### config.mk
export PLATFORM = sky130hd
export DESIGN_NAME = calc_display_ctrl
export DESIGN_NICKNAME = d
export VERILOG_FILES = /design/src/rtl/calc_pkg.sv /design/src/rtl/seg7_dec.sv /design/src/rtl/calc_display_ctrl.sv
export SDC_FILE = /design/constraint.sdc
export NUM_CORES = 1
export LEC_CHECK = 0
export CELL_PAD_IN_SITES_DETAIL_PLACEMENT = 0
export CELL_PAD_IN_SITES_GLOBAL_PLACEMENT = 1
export CORE_UTILIZATION = 53
export CTS_BUF_LIST = sky130_fd_sc_hd__clkbuf_8
export DETAILED_ROUTE_END_ITERATION = 16
export GPL_ROUTABILITY_DRIVEN = 0
export PLACE_DENSITY_LB_ADDON = 0.1
export SETUP_SLACK_MARGIN = 0.15
export SYNTH_ARGS = -nofsm -noshare
export SYNTH_HDL_FRONTEND = slang
export SYNTH_SLANG_ARGS = --single-unit
### constraint.sdc
create_clock -name i_clock -period 3.8 [get_ports i_clock]
set_clock_uncertainty 0.2 [all_clocks]
set_input_delay 0.76 -clock i_clock [delete_from_list [all_inputs] [get_ports i_clock]]
set_output_delay 0.76 -clock i_clock [all_outputs]
set_load 0.05 [all_outputs]
### src/rtl/calc_pkg.sv
// Shared definitions for the calculator display controller.
// Holds the status codes, capture FSM states, segment constants and scan helpers.
// Pure declarations; no logic state.
package calc_pkg;

  // Calculator status bus encoding
  typedef enum logic [1:0] {
    ST_ERRO  = 2'b00,
    ST_BUSY  = 2'b01,
    ST_READY = 2'b10,
    ST_PRINT = 2'b11
  } status_e;

  // Capture FSM states
  typedef enum logic [1:0] {
    S_IDLE = 2'b00,
    S_LOAD = 2'b01,
    S_ERR  = 2'b10
  } cap_state_e;

  // Active-low segment patterns, bit order {g,f,e,d,c,b,a}
  localparam logic [6:0] SEG_BLANK = 7'h7F;
  localparam logic [6:0] SEG_DASH  = 7'h3F;
  localparam logic [6:0] SEG_E     = 7'h06;
  localparam logic [6:0] SEG_R     = 7'h2F;
  localparam logic [6:0] SEG_O     = 7'h23;

  localparam int NUM_DIGITS = 8;

  // Active-low one-hot digit enable for a scan index
  function automatic logic [7:0] an_onehot_n(input logic [2:0] idx);
    return ~(8'b0000_0001 << idx);
  endfunction

endpackage

### src/rtl/seg7_dec.sv
// Seven-segment glyph decoder: 4-bit value to active-low {g,f,e,d,c,b,a}.
// Purely combinational, zero latency.
// Blank input forces all segments off; values 10-15 render as a dash.
module seg7_dec
  import calc_pkg::*;
(
  input  logic [3:0] i_val,
  input  logic       i_blank,
  output logic [6:0] o_seg
);

  // Glyph lookup with blanking override
  always_comb begin
    o_seg = SEG_BLANK;
    if (!i_blank) begin
      case (i_val)
        4'd0:    o_seg = 7'h40;
        4'd1:    o_seg = 7'h79;
        4'd2:    o_seg = 7'h24;
        4'd3:    o_seg = 7'h30;
        4'd4:    o_seg = 7'h19;
        4'd5:    o_seg = 7'h12;
        4'd6:    o_seg = 7'h02;
        4'd7:    o_seg = 7'h78;
        4'd8:    o_seg = 7'h00;
        4'd9:    o_seg = 7'h10;
        default: o_seg = SEG_DASH;
      endcase
    end
  end

endmodule

### src/rtl/calc_display_ctrl.sv
// Captures calculator digit frames and multiplexes them onto an 8-digit 7-seg display.
// an/seg registered, updated on the same edge as the scan index (1-edge digit-write to glyph).
// No backpressure: writes are accepted every cycle; scan runs freely from the prescaler.
module calc_display_ctrl
  import calc_pkg::*;
#(
  parameter int SCAN_DIV = 50000
)(
  input  logic       i_clock,
  input  logic       i_reset,
  input  logic [1:0] i_status,
  input  logic [3:0] i_data,
  input  logic [3:0] i_pos,
  output logic [7:0] o_an,
  output logic [6:0] o_seg,
  output logic       o_dp,
  output logic       o_frame_done
);

  localparam int PW = (SCAN_DIV > 2) ? $clog2(SCAN_DIV) : 1;
  localparam logic [PW-1:0] PRES_TC = PW'(SCAN_DIV - 1);

  logic [1:0]       r_rst_sync;
  logic             w_rst_n;
  cap_state_e       r_state;
  logic [7:0][3:0]  r_digit;
  logic [7:0]       r_valid;
  logic [PW-1:0]    r_pres;
  logic [2:0]       r_scan;
  logic             w_tc;
  logic [2:0]       w_scan_nxt;
  logic [7:0]       w_nz;
  logic [7:0]       w_above;
  logic [3:0]       w_cur_dig;
  logic             w_cur_vld;
  logic             w_lz_blank;
  logic             w_dec_blank;
  logic [6:0]       w_dec_seg;
  logic [6:0]       w_seg_nxt;

  // Reset asserts immediately, releases two edges later in step with the clock
  always_ff @(posedge i_clock or negedge i_reset) begin
    if (!i_reset) r_rst_sync <= 2'b00;
    else          r_rst_sync <= {r_rst_sync[0], 1'b1};
  end

  assign w_rst_n = r_rst_sync[1];

  // Capture FSM: error wins over everything, a new frame clears stale digits
  always_ff @(posedge i_clock or negedge w_rst_n) begin
    if (!w_rst_n) begin
      r_state <= S_IDLE;
      r_digit <= '0;
      r_valid <= '0;
    end else if (i_status == ST_ERRO) begin
      r_state <= S_ERR;
    end else begin
      case (r_state)
        S_IDLE: begin
          if (i_status == ST_PRINT) begin
            r_state <= S_LOAD;
            r_valid <= '0;
            if (!i_pos[3]) begin
              r_digit[i_pos[2:0]] <= i_data;
              r_valid[i_pos[2:0]] <= 1'b1;
            end
          end
        end
        S_LOAD: begin
          if (!i_pos[3]) begin
            r_digit[i_pos[2:0]] <= i_data;
            r_valid[i_pos[2:0]] <= 1'b1;
          end
          if (i_pos == 4'd8 || i_status == ST_BUSY || i_status == ST_READY)
            r_state <= S_IDLE;
        end
        default: r_state <= S_ERR;
      endcase
    end
  end

  assign w_tc       = (r_pres == PRES_TC);
  assign w_scan_nxt = w_tc ? r_scan + 3'd1 : r_scan;

  // Nonzero valid digits, used for leading-zero suppression
  always_comb begin
    w_nz = '0;
    for (int j = 0; j < NUM_DIGITS; j++)
      w_nz[j] = r_valid[j] && (r_digit[j] != 4'd0);
  end

  assign w_above     = (w_nz >> w_scan_nxt) >> 1;
  assign w_cur_dig   = r_digit[w_scan_nxt];
  assign w_cur_vld   = r_valid[w_scan_nxt];
  assign w_lz_blank  = (w_scan_nxt != 3'd0) && (w_cur_dig == 4'd0) && !(|w_above);
  assign w_dec_blank = !w_cur_vld || w_lz_blank;

  seg7_dec u_dec (
    .i_val   (w_cur_dig),
    .i_blank (w_dec_blank),
    .o_seg   (w_dec_seg)
  );

  // Error screen overrides stored digits: "Erro" on digits 3..0, rest blank
  always_comb begin
    w_seg_nxt = w_dec_seg;
    if (r_state == S_ERR) begin
      case (w_scan_nxt)
        3'd3:    w_seg_nxt = SEG_E;
        3'd2:    w_seg_nxt = SEG_R;
        3'd1:    w_seg_nxt = SEG_R;
        3'd0:    w_seg_nxt = SEG_O;
        default: w_seg_nxt = SEG_BLANK;
      endcase
    end
  end

  // Prescaler, scan index and registered display outputs
  always_ff @(posedge i_clock or negedge w_rst_n) begin
    if (!w_rst_n) begin
      r_pres       <= '0;
      r_scan       <= 3'd0;
      o_an         <= 8'hFF;
      o_seg        <= SEG_BLANK;
      o_frame_done <= 1'b0;
    end else begin
      r_pres       <= w_tc ? '0 : r_pres + 1'b1;
      r_scan       <= w_scan_nxt;
      o_an         <= an_onehot_n(w_scan_nxt);
      o_seg        <= w_seg_nxt;
      o_frame_done <= w_tc && (r_scan == 3'd7);
    end
  end

  assign o_dp = 1'b1;

endmodule
==> metrics, run 1 <==
outcome=finished, final reports clean; Max Cap Viol=0; Post-DP HPWL=approximately 7400 um; Via density=just over 6; initial cell density of the core=between 50% and 60%; Slew HR=45.4%; filler instances=approximately 630; Die Area=~8700 um^2; net switching power=approximately 450 uW; sequential share of power=between 50% and 60%; Gate power share=~7.3%; # IOs=29; Worst VDD drop=slightly above 0.3 mV; antenna violations before repair=0; share of cells above drive strength 1=between 20% and 30%; Max Root-Sink Buffers=2; startpoint types=register; post-route setup TNS=0 ns; # clock sinks=between 70 and 80; sw frac=approximately a quarter; Synth top cells by count=dfrtp_1, nand2_1, mux2_2, nor2_1; top cells by area, synth=dfrtp_1, mux2_2, dfstp_2; PortBufs=27; Yosys cell types=72; Area growth syn-to-layout=17.0%; starting DRC count in detailed routing=273; RR Endpoint=o_seg[5]; internal power=between 1000 and 1500 uW; count of final hold-check violations=0; met2 Track Usage GR=38.9%; actual slew at the worst max-slew pin=~0.81 ns; htree depth=3; core area=7890 um^2; Die H=93.2 um; required time worst endpoint=approximately 3.9 ns; Reg2Reg Setup Slack=0.31 ns; n_diodes=0; area leader, netlist=dfrtp_1; CP Capture Type=register; dpl cells=between 500 and 600; Seq/Total Area, Yosys=between 40% and 50%; mapped cell area=about 4400 um^2; Synth async-reset ratio=100%; average cell area after synthesis=11.1 um^2; DR pass1 iterations=6; gr busiest metal=met2; root buffer cell=clkbuf_8; Pwr Density=between 300 and 400 nW/um^2; routed len/inst=18.2 um; setup slack at placement=0.197 ns; Post-synth EDFFs=0; worst setup path startpoint=r_pres[5]; Yosys warning count=0; post-synth top area share=between 30% and 40%; # rows=32; worst setup path class=reg -> reg; largest net degree at the start of global routing=43; final period utilization=between 90 and 100%; fin worst setup slack=between 0.3 and 0.4 ns; leak pwr=~0.0023 uW; critical path arrival=3.56 ns; Clk pwr share=between 30 and 40%; GR Util met1=roughly a third; total CTS buffers=9; FMAX=286 MHz; CTS clk-pin slew, worst paths=0.09 ns; number of nets in the layout=between 400 and 500; Total GRT Usage=25.5%; Post-route DRC=0; first-pass GRT wire length=16800 um; die width=~93 um; Hold Path Class=reg -> async; Post-CTS Hold Buffers=0; CP endpoint=o_seg[5]; RSZ-0062 raised after global routing=no; Vias=3382; final-report setup violation count=0; r2r startpoint=r_pres[5]; Antenna Nets Post-Route=0; worst hold slack=about 0.14 ns; most numerous cell in the Yosys netlist=dfrtp_1; Routed WL=a little over 10000 um; max-slew violation count=0; vias in the first global route=between 3000 and 4000; ys flop type=dfrtp_1; met3 Use GR=5.77%; Finished Layout Cells=about 560; post-layout min period=3.49 ns; total grt overflow=0; Synth Register Bits=just under 80; FF-to-FF path depth=12; CTS tree=yes; Synth Instances=just under 400; Max FO, Critical Path=6; Clock Latency Late Sink=between 0.3 and 0.4 ns
## area by class of cell
type / count / area, um^2 / share of cell area, %
Clock buffer: 9 / 124 / 2.40
Clock inverter: 7 / 85.1 / 1.65
Inverter: 11 / 41.3 / 0.801
Multi-Input combinational cell: 295 / 2290 / 44.5
Sequential cell: 79 / 2000 / 38.8
Tap cell: 102 / 128 / 2.48
Timing Repair Buffer: 55 / 485 / 9.42
## worst min-delay path by stage
stage                               end           from  cells after the start  slack [ns]
after floorplan           r_rst_sync[1]  r_rst_sync[0]                      0        0.13
after global placement    r_rst_sync[1]  r_rst_sync[0]                      0        0.13
after global routing      r_rst_sync[1]  r_rst_sync[0]                      0        0.17
final                        r_pres[15]  r_rst_sync[1]                      0        0.14
after detailed placement  r_rst_sync[1]  r_rst_sync[0]                      0        0.14
after CTS                 r_rst_sync[1]  r_rst_sync[0]                      0        0.16
## power by group through the flow
stage / sequential (uW) / clock [uW] / combinational [uW]
2_1_floorplan: 917 / 0 / 78.5
3_3_place_gp: 924 / 0 / 120
3_5_place_dp: 925 / 0 / 123
5_1_grt: 915 / 724 / 138
6_report: 909 / 665 / 124
4_1_cts: 909 / 677 / 124
## registers in the layout, summed over array words and instances (netlist names)
name	flops
r_valid	8
o_an	8
o_seg	7
r_rst_sync	2
r_scan	3
r_state	2
r_digit	32
o_frame_done	1
r_pres	16
## cells in the final DEF, fill, tap and decap left out, types with 3 or more instances in the layout
master            n
a21o_1            6
a21oi_1          11
a221oi_1          6
and2_1            3
and3_1            4
buf_4            25
clkbuf_8          9
clkdlybuf4s50_1  27
dfrtp_1          62
dfstp_2          15
ha_1             12
inv_1            10
inv_6             4
mux2_2           39
mux2i_1          10
mux4_2            3
nand2_1          49
nand3_1          15
nand4_1           4
nor2_1           24
nor2b_1           4
nor3_1            6
nor4_1            4
o21ai_0          10
o22ai_1           7
o41ai_1           7
or3_1             3
xnor2_1          10
xor2_1            5
## kinds of logic after synthesis
kind of cell / count (synthesis) / synth area share (%)
AOI/OAI and AO/OA: 75 / 13.8
xor gates and xnor gates: 15 / 2.98
adders and majority gates: 12 / 3.41
buffers and inverters: 25 / 3.32
DFF: 79 / 45.3
muxes: 54 / 14.5
other: 1 / 0.0851
and+or+nand+nor: 137 / 16.6
## stage by stage
stage	instance area (um^2)	power, uW	utilization (%)
after global routing	5150	1780	65.4
final	5150	1700	65.4
after CTS	5040	1710	63.9
after floorplan	4420	996	-
after detailed placement	4830	1050	61.3
after global placement	4830	1040	61.3
## routing by layer
metal	vias up	wire length (um)
met5	-	0
met1	1637	4550
met2	134	4670
met3	35	644
met4	0	306
li1	1576	-
## critical path, stage by stage (launching register included)
cell and delay, ns:
dfrtp_2 0.46, or4b_4 0.59, nor4_4 0.25, buf_4 0.18
a21oi_1 0.05, or3_1 0.36, o22ai_2 0.18, ha_1 0.19
o31ai_1 0.11, a221oi_4 0.31, a211oi_2 0.12, a21o_1 0.21
o22ai_1 0.20
## repair_timing
action,in CTS,in global routing
buffers inserted,0,11
setup endpoints to repair,0,5
resized for setup,0,6
Note: power is estimated with default switching activity, not from simulation.
==> run 2, diff against run 1 <==
CTS_CLUSTER_SIZE = 24   (was unset)
==> results of run 2 <==
The final DEF is identical to that of run 1; final timing and power are the same.
